## config.mk

```make
export PLATFORM = sky130hd
export DESIGN_NAME = pf_vf_route_lookup
export DESIGN_NICKNAME = d
export VERILOG_FILES = /design/src/rtl/pf_vf_route_lookup.sv
export SDC_FILE = /design/constraint.sdc
export NUM_CORES = 2
export LEC_CHECK = 0
export ABC_AREA = 1
export CAP_MARGIN = 20
export CORE_AREA = 5 5 476 478
export DETAILED_ROUTE_END_ITERATION = 10
export DIE_AREA = 0 0 481 483
export GPL_ROUTABILITY_DRIVEN = 1
export SETUP_SLACK_MARGIN = 0.02
export SKIP_CTS_REPAIR_TIMING = 1
export SLEW_MARGIN = 0
export SYNTH_ARGS = -nofsm -noshare
export SYNTH_HDL_FRONTEND = slang
export SYNTH_SLANG_ARGS = --single-unit
```

## constraint.sdc

```tcl
create_clock -name clk -period 5.79 [get_ports clk]
set_clock_uncertainty 0.15 [all_clocks]
set_input_delay 0.579 -clock clk [delete_from_list [all_inputs] [get_ports clk]]
set_output_delay 0.579 -clock clk [all_outputs]
set_load 0.02 [all_outputs]
```

## src/rtl/pf_vf_route_lookup.sv

```systemverilog
// Ingress route lookup ahead of the PF/VF MUX: resolves the destination port on each
// packet's first beat, tags every beat with it, and counts table misses.
module pf_vf_route_lookup #(
    parameter int DATA_W      = 512,
    parameter int PF_W        = 3,
    parameter int VF_W        = 11,
    parameter int PORT_W      = 4,
    parameter int NUM_ENTRIES = 8,
    parameter int MISS_PORT   = 0
) (
    input  logic                                           clk,
    input  logic                                           rst_n,
    input  logic [NUM_ENTRIES*(PF_W+VF_W+1+PORT_W)-1:0]    rtable_i,
    input  logic                                           i_valid,
    output logic                                           i_ready,
    input  logic [DATA_W-1:0]                              i_data,
    input  logic                                           i_last,
    input  logic [PF_W-1:0]                                i_pf,
    input  logic [VF_W-1:0]                                i_vf,
    input  logic                                           i_vf_active,
    output logic                                           o_valid,
    input  logic                                           o_ready,
    output logic [DATA_W-1:0]                              o_data,
    output logic                                           o_last,
    output logic [PORT_W-1:0]                              o_port,
    output logic                                           o_miss,
    input  logic                                           miss_cnt_clr,
    output logic [15:0]                                    miss_cnt,
    output logic                                           miss_sticky
);
    localparam int ENT_W = PF_W + VF_W + 1 + PORT_W;

    logic [NUM_ENTRIES-1:0] w_match;
    logic                   w_lk_hit;
    logic [PORT_W-1:0]      w_lk_port;
    logic                   w_accept, w_first, w_out_load, w_skid_full_nxt;
    logic [PORT_W-1:0]      w_port;
    logic                   w_miss;

    logic                   r_in_rdy, r_in_pkt, r_cur_miss, r_skid_full;
    logic [PORT_W-1:0]      r_cur_port;
    logic [DATA_W-1:0]      r_skid_data, r_o_data;
    logic                   r_skid_last, r_skid_miss, r_o_valid, r_o_last, r_o_miss;
    logic [PORT_W-1:0]      r_skid_port, r_o_port;
    logic [15:0]            r_miss_cnt;
    logic                   r_miss_sticky;

    genvar g;
    generate
        for (g = 0; g < NUM_ENTRIES; g++) begin : g_ent
            logic [PF_W-1:0] w_e_pf;
            logic [VF_W-1:0] w_e_vf;
            logic            w_e_va;
            assign w_e_pf = rtable_i[g*ENT_W +: PF_W];
            assign w_e_vf = rtable_i[g*ENT_W + PF_W +: VF_W];
            assign w_e_va = rtable_i[g*ENT_W + PF_W + VF_W];
            assign w_match[g] = (w_e_pf == i_pf) && (w_e_va == i_vf_active) &&
                                (!i_vf_active || (w_e_vf == i_vf));
        end
    endgenerate

    // Walk from the top down so the lowest matching index ends up winning.
    always_comb begin
        w_lk_hit  = 1'b0;
        w_lk_port = PORT_W'(MISS_PORT);
        for (int k = NUM_ENTRIES - 1; k >= 0; k--) begin
            if (w_match[k]) begin
                w_lk_hit  = 1'b1;
                w_lk_port = rtable_i[k*ENT_W + PF_W + VF_W + 1 +: PORT_W];
            end
        end
    end

    assign w_accept   = i_valid && r_in_rdy;
    assign w_first    = w_accept && !r_in_pkt;
    assign w_port     = r_in_pkt ? r_cur_port : w_lk_port;
    assign w_miss     = r_in_pkt ? r_cur_miss : !w_lk_hit;
    assign w_out_load = !r_o_valid || o_ready;
    // Skid only ever fills while the output is stalled; any output load drains it.
    assign w_skid_full_nxt = w_out_load ? 1'b0 : (r_skid_full || w_accept);

    always_ff @(posedge clk or negedge rst_n) begin
        if (!rst_n) begin
            r_in_rdy    <= 1'b0;
            r_skid_full <= 1'b0;
            r_skid_data <= '0;
            r_skid_last <= 1'b0;
            r_skid_port <= '0;
            r_skid_miss <= 1'b0;
            r_o_valid   <= 1'b0;
            r_o_data    <= '0;
            r_o_last    <= 1'b0;
            r_o_port    <= '0;
            r_o_miss    <= 1'b0;
        end else begin
            r_in_rdy    <= !w_skid_full_nxt;
            r_skid_full <= w_skid_full_nxt;
            if (w_out_load) begin
                if (r_skid_full) begin
                    r_o_valid <= 1'b1;
                    r_o_data  <= r_skid_data;
                    r_o_last  <= r_skid_last;
                    r_o_port  <= r_skid_port;
                    r_o_miss  <= r_skid_miss;
                end else if (w_accept) begin
                    r_o_valid <= 1'b1;
                    r_o_data  <= i_data;
                    r_o_last  <= i_last;
                    r_o_port  <= w_port;
                    r_o_miss  <= w_miss;
                end else begin
                    r_o_valid <= 1'b0;
                end
            end else if (w_accept) begin
                r_skid_data <= i_data;
                r_skid_last <= i_last;
                r_skid_port <= w_port;
                r_skid_miss <= w_miss;
            end
        end
    end

    always_ff @(posedge clk or negedge rst_n) begin
        if (!rst_n) begin
            r_in_pkt      <= 1'b0;
            r_cur_port    <= '0;
            r_cur_miss    <= 1'b0;
            r_miss_cnt    <= '0;
            r_miss_sticky <= 1'b0;
        end else begin
            if (w_accept) begin
                r_in_pkt <= !i_last;
                if (!r_in_pkt) begin
                    r_cur_port <= w_lk_port;
                    r_cur_miss <= !w_lk_hit;
                end
            end
            if (miss_cnt_clr) begin
                r_miss_cnt    <= '0;
                r_miss_sticky <= 1'b0;
            end else if (w_first && !w_lk_hit) begin
                if (r_miss_cnt != 16'hFFFF) r_miss_cnt <= r_miss_cnt + 16'd1;
                r_miss_sticky <= 1'b1;
            end
        end
    end

    assign i_ready     = r_in_rdy;
    assign o_valid     = r_o_valid;
    assign o_data      = r_o_data;
    assign o_last      = r_o_last;
    assign o_port      = r_o_port;
    assign o_miss      = r_o_miss;
    assign miss_cnt    = r_miss_cnt;
    assign miss_sticky = r_miss_sticky;
endmodule

```

==> summary.txt <==
Power and ir drop
  – Static Leak: just under 30 nW
  – PwrDens: roughly 430 nW/µm²
  – Worst VDD drop: between 0.0002 and 0.0003 V

Timing
  – Hold Vio Cnt, Final: 0
  – Final setup viols: 0
  – Slew Limit Fails: 0
  – Share of the cycle needed by the critical path after routing: between 70% and 80%
  – Worst slew margin: 14.3%
  – Worst-margin pin slew: approximately 1300 ps
  – Post-route setup TNS: 0 ps
  – Highest clock rate: around 240 MHz
  – Final worst path period need: just over 4000 ps
  – Unrepaired setup endpoints after global routing: no

Logic synthesis
  – Mux share of post-synthesis cell area: less than 1%
  – Simple-gate share of the synthesized area: between 20 and 30%
  – Post-synthesis cell area: 46,000 µm²
  – Most used DFF post-synth: dfrtp_1
  – Synthesized flop and latch total: roughly 1,100
  – Ys async rst share: 100%
  – Yosys top cell area share: around 58%
  – Adder-Cell Fraction of Synth Area: less than 1%
  – Largest family of logic cells by synthesized area: simple AND/OR/NAND/NOR gates
  – Syn. warnings: 0
  – Syn Nets: 6,357
  – Area contributors post-synth: dfrtp_1 58%, nand2_1 23%, a31oi_1 7.0%
  – Synth cell types: a little over 40
  – Sequential fraction of the synthesis area: around 58%
  – Yosys top cell by area: dfrtp_1
  – Post-Synthesis Cells: around 5,700
  – Post-Syn Area per Cell: 8.10 µm²
  – Post-synth EDFFs: 0
  – Post-Synth XOR/XNOR Area: 1.41%
  – Compound-Gate Fraction of Synth Area: under 10%

Global route
  – Grt met1 use: approximately 22%
  – Global route overflow: 0
  – Global Route Usage Sum: between 10% and 20%
  – First-pass GRT wire length: about 300 mm
  – Pin count of the biggest net entering global routing: around 170
  – Vias in the first global route: slightly above 40,000
  – Initial antenna violation count: 74
  – GR met2 Demand/Resource: between 20% and 30%
  – M3 GR Usage: just over 8%
  – Busiest grt layer: met2

Routing
  – Vias per cell: 4.39
  – DRT iter0 DRCs: ~3,800
  – Routed WL per cell: 22.2 µm
  – Post-Route WL: 219 mm
  – DRC: 0
  – Routed via count: between 40,000 and 50,000
  – DR pass1 iterations: 6
  – Number of nets with antenna violations after routing: 0

Placed design
  – GPL Wtd Cong: ~0.96
  – Placed cells: 9,570
  – Port bufs: ~1,200
  – Post-DP HPWL: around 160 mm
  – Area after DPL: 61,300 µm²

Worst setup path
  – Type of origin of the critical path: flip-flop
  – Crit end category: flip-flop
  – CP max FO: 152
  – CP Cell Sequence: inv_8 -> nand2_1 -> nand2_1 -> inv_8 -> buf_12 -> nor2_1 -> a31oi_1
  – CP max stage delay: 940 ps
  – Setup CP Type: flip-flop to flip-flop
  – WP data arrival: 4680 ps
  – Slowest stage cell, crit path: dfrtp_4
  – Worst endpoint required time: 6310 ps

Cells and area
  – Fillers: roughly 23,000
  – Final #Nets: about 7,400
  – Multi-input logic area: roughly 18,000 µm²
  – Final core occ: between 20% and 30%
  – Finished Layout Cells: between 9,000 and 10,000
  – Register area: 26,600 µm²
  – Share of layout cells above drive strength 1: 4.65%
  – Layout area overhead: 42.8%
  – Final Instance Area: around 66,000 µm²

Floorplan
  – Core Region: between 200,000 and 250,000 µm²
  – Cell row count: roughly 170
  – Die ar.: between 200,000 and 250,000 µm²
  – Ports: between 1,000 and 1,500
  – Die Span Y: 483 µm
  – Initial core utilization: between 20% and 30%
  – Die width: about 480 µm

Clock tree
  – Htree depth: 4
  – CTS max path bufs: 3
  – Total CTS buffers: approximately 130
  – CTS tree: built
  – Clk sink count: ~1,100
  – Clock slew at the register clock pins of the worst setup and hold paths: approximately 60 ps
  – CTS root buffer: clkbuf_16
  – Clock Latency Late Sink: just under 800 ps

Run status
  – Status: finished clean

Min path
  – Class of the worst hold path: input port to flip-flop

Run
  – MaxCap Viol Count: 0
==> state kept, by name, summed over array words and instances, names as in the netlist <==
register and count:
miss_sticky 1, o_miss 1, r_cur_port 4, r_skid_miss 1, r_skid_port 4, r_skid_full 1
r_skid_last 1, o_last 1, r_skid_data 512, r_cur_miss 1, o_data 512, miss_cnt 16
r_in_pkt 1, o_port 4, i_ready 1, o_valid 1
==> power by group <==
group	switching, W	total (W)	internal (W)
logic	0.00528	0.00889	0.00361
clock network	0.00340	0.00825	0.00485
registers	0.00148	0.0112	0.00973
==> through the flow <==
| step | power (W) | worst slack [ps] | hold slack [ps] |
|---|---|---|---|
| 3_3_place_gp | 0.0202 | 996 | 303 |
| 3_5_place_dp | 0.0203 | 996 | 308 |
| 6_report | 0.0284 | 1640 | 221 |
| 2_1_floorplan | 0.0152 | 3430 | 133 |
| 5_1_grt | 0.0300 | 1420 | 153 |
| 4_1_cts | 0.0288 | 1680 | -276 |
==> cells by family (layout without fill, tap and decap cells) <==
group / Yosys count / count (layout)
AO/OA/AOI/OAI: 548 / 548
XOR/XNOR: 74 / 74
adder cells (fa/ha/maj): 1 / 1
buffers and inverters: 460 / 1613
flip-flops: 1062 / 1062
multiplexers: 1 / 1
other: 0 / 36
AND/OR/NAND/NOR: 3525 / 3525
==> routing by layer <==
metal  routed length (µm)  part of all wire, %
met5                  187                0.086
met4                 6510                  3.0
met3                25900                   12
met2                97800                   45
met1                88400                   40
==> final timing paths <==
| kind | from | endpoint | slack (ps) | depth (start not counted) |
|---|---|---|---|---|
| worst max register to register | r_skid_full | o_data[390] | 1640 | 7 |
| max in group asynchronous | rst_n | o_data[193] | 3620 | 3 |
| worst min register to register | r_skid_data[198] | r_skid_data[198] | 320 | 2 |
| worst max-delay path | r_skid_full | o_data[390] | 1640 | 7 |
| min in group asynchronous | rst_n | o_data[390] | 330 | 2 |
| worst min-delay path | i_data[265] | r_skid_data[265] | 220 | 3 |
==> cells in the final DEF (no fill, tap or decap), types with 11 or more instances in the layout <==
cell             synthesis  layout
clkdlybuf4s50_1          0    1220
clkinv_2                 0      17
nor3_1                  12      12
inv_1                   81      81
clkbuf_8                 0      22
nand2_1               2820    2820
buf_12                   0      21
xor2_1                  48      48
nor2_1                 587     586
diode_2                  0      36
xnor2_1                 26      26
nand3_1                 50      50
clkbuf_1               323      27
inv_2                   13      11
clkbuf_16                0     134
a31oi_1                513     513
buf_4                    7      43
nand4_1                 11      11
dfrtp_1               1062    1061
==> cells in the mapped netlist, drive strengths merged, types with 2 or more instances <==
cell type / number
nand2: 2830
o21a: 2
o21ai: 21
inv: 95
dfrtp: 1062
o211ai: 2
nor4: 5
clkinv: 4
a21oi: 9
buf: 38
nand4: 11
xnor2: 26
or2: 19
nor3: 14
nor2: 589
a31oi: 513
xor2: 48
nand3: 55
clkbuf: 323
==> layout make-up <==
cell class	instances	share of cell area, %
flip-flops and latches	1062	40.5
diodes	36	0.137
clock inverters	44	0.765
clock buffers	183	5.73
multi-input cells	4149	26.8
repair buffers	1287	19.8
well taps	2975	5.67
inverters	99	0.604
==> critical path: cells and delay by family (launching register included) <==
kind	cells	cell delay (ps)
buf+inv	3	1630
simple gates	3	760
compound gates	1	180
flops	1	940
No activity file was read; power rests on OpenSTA's default activity.
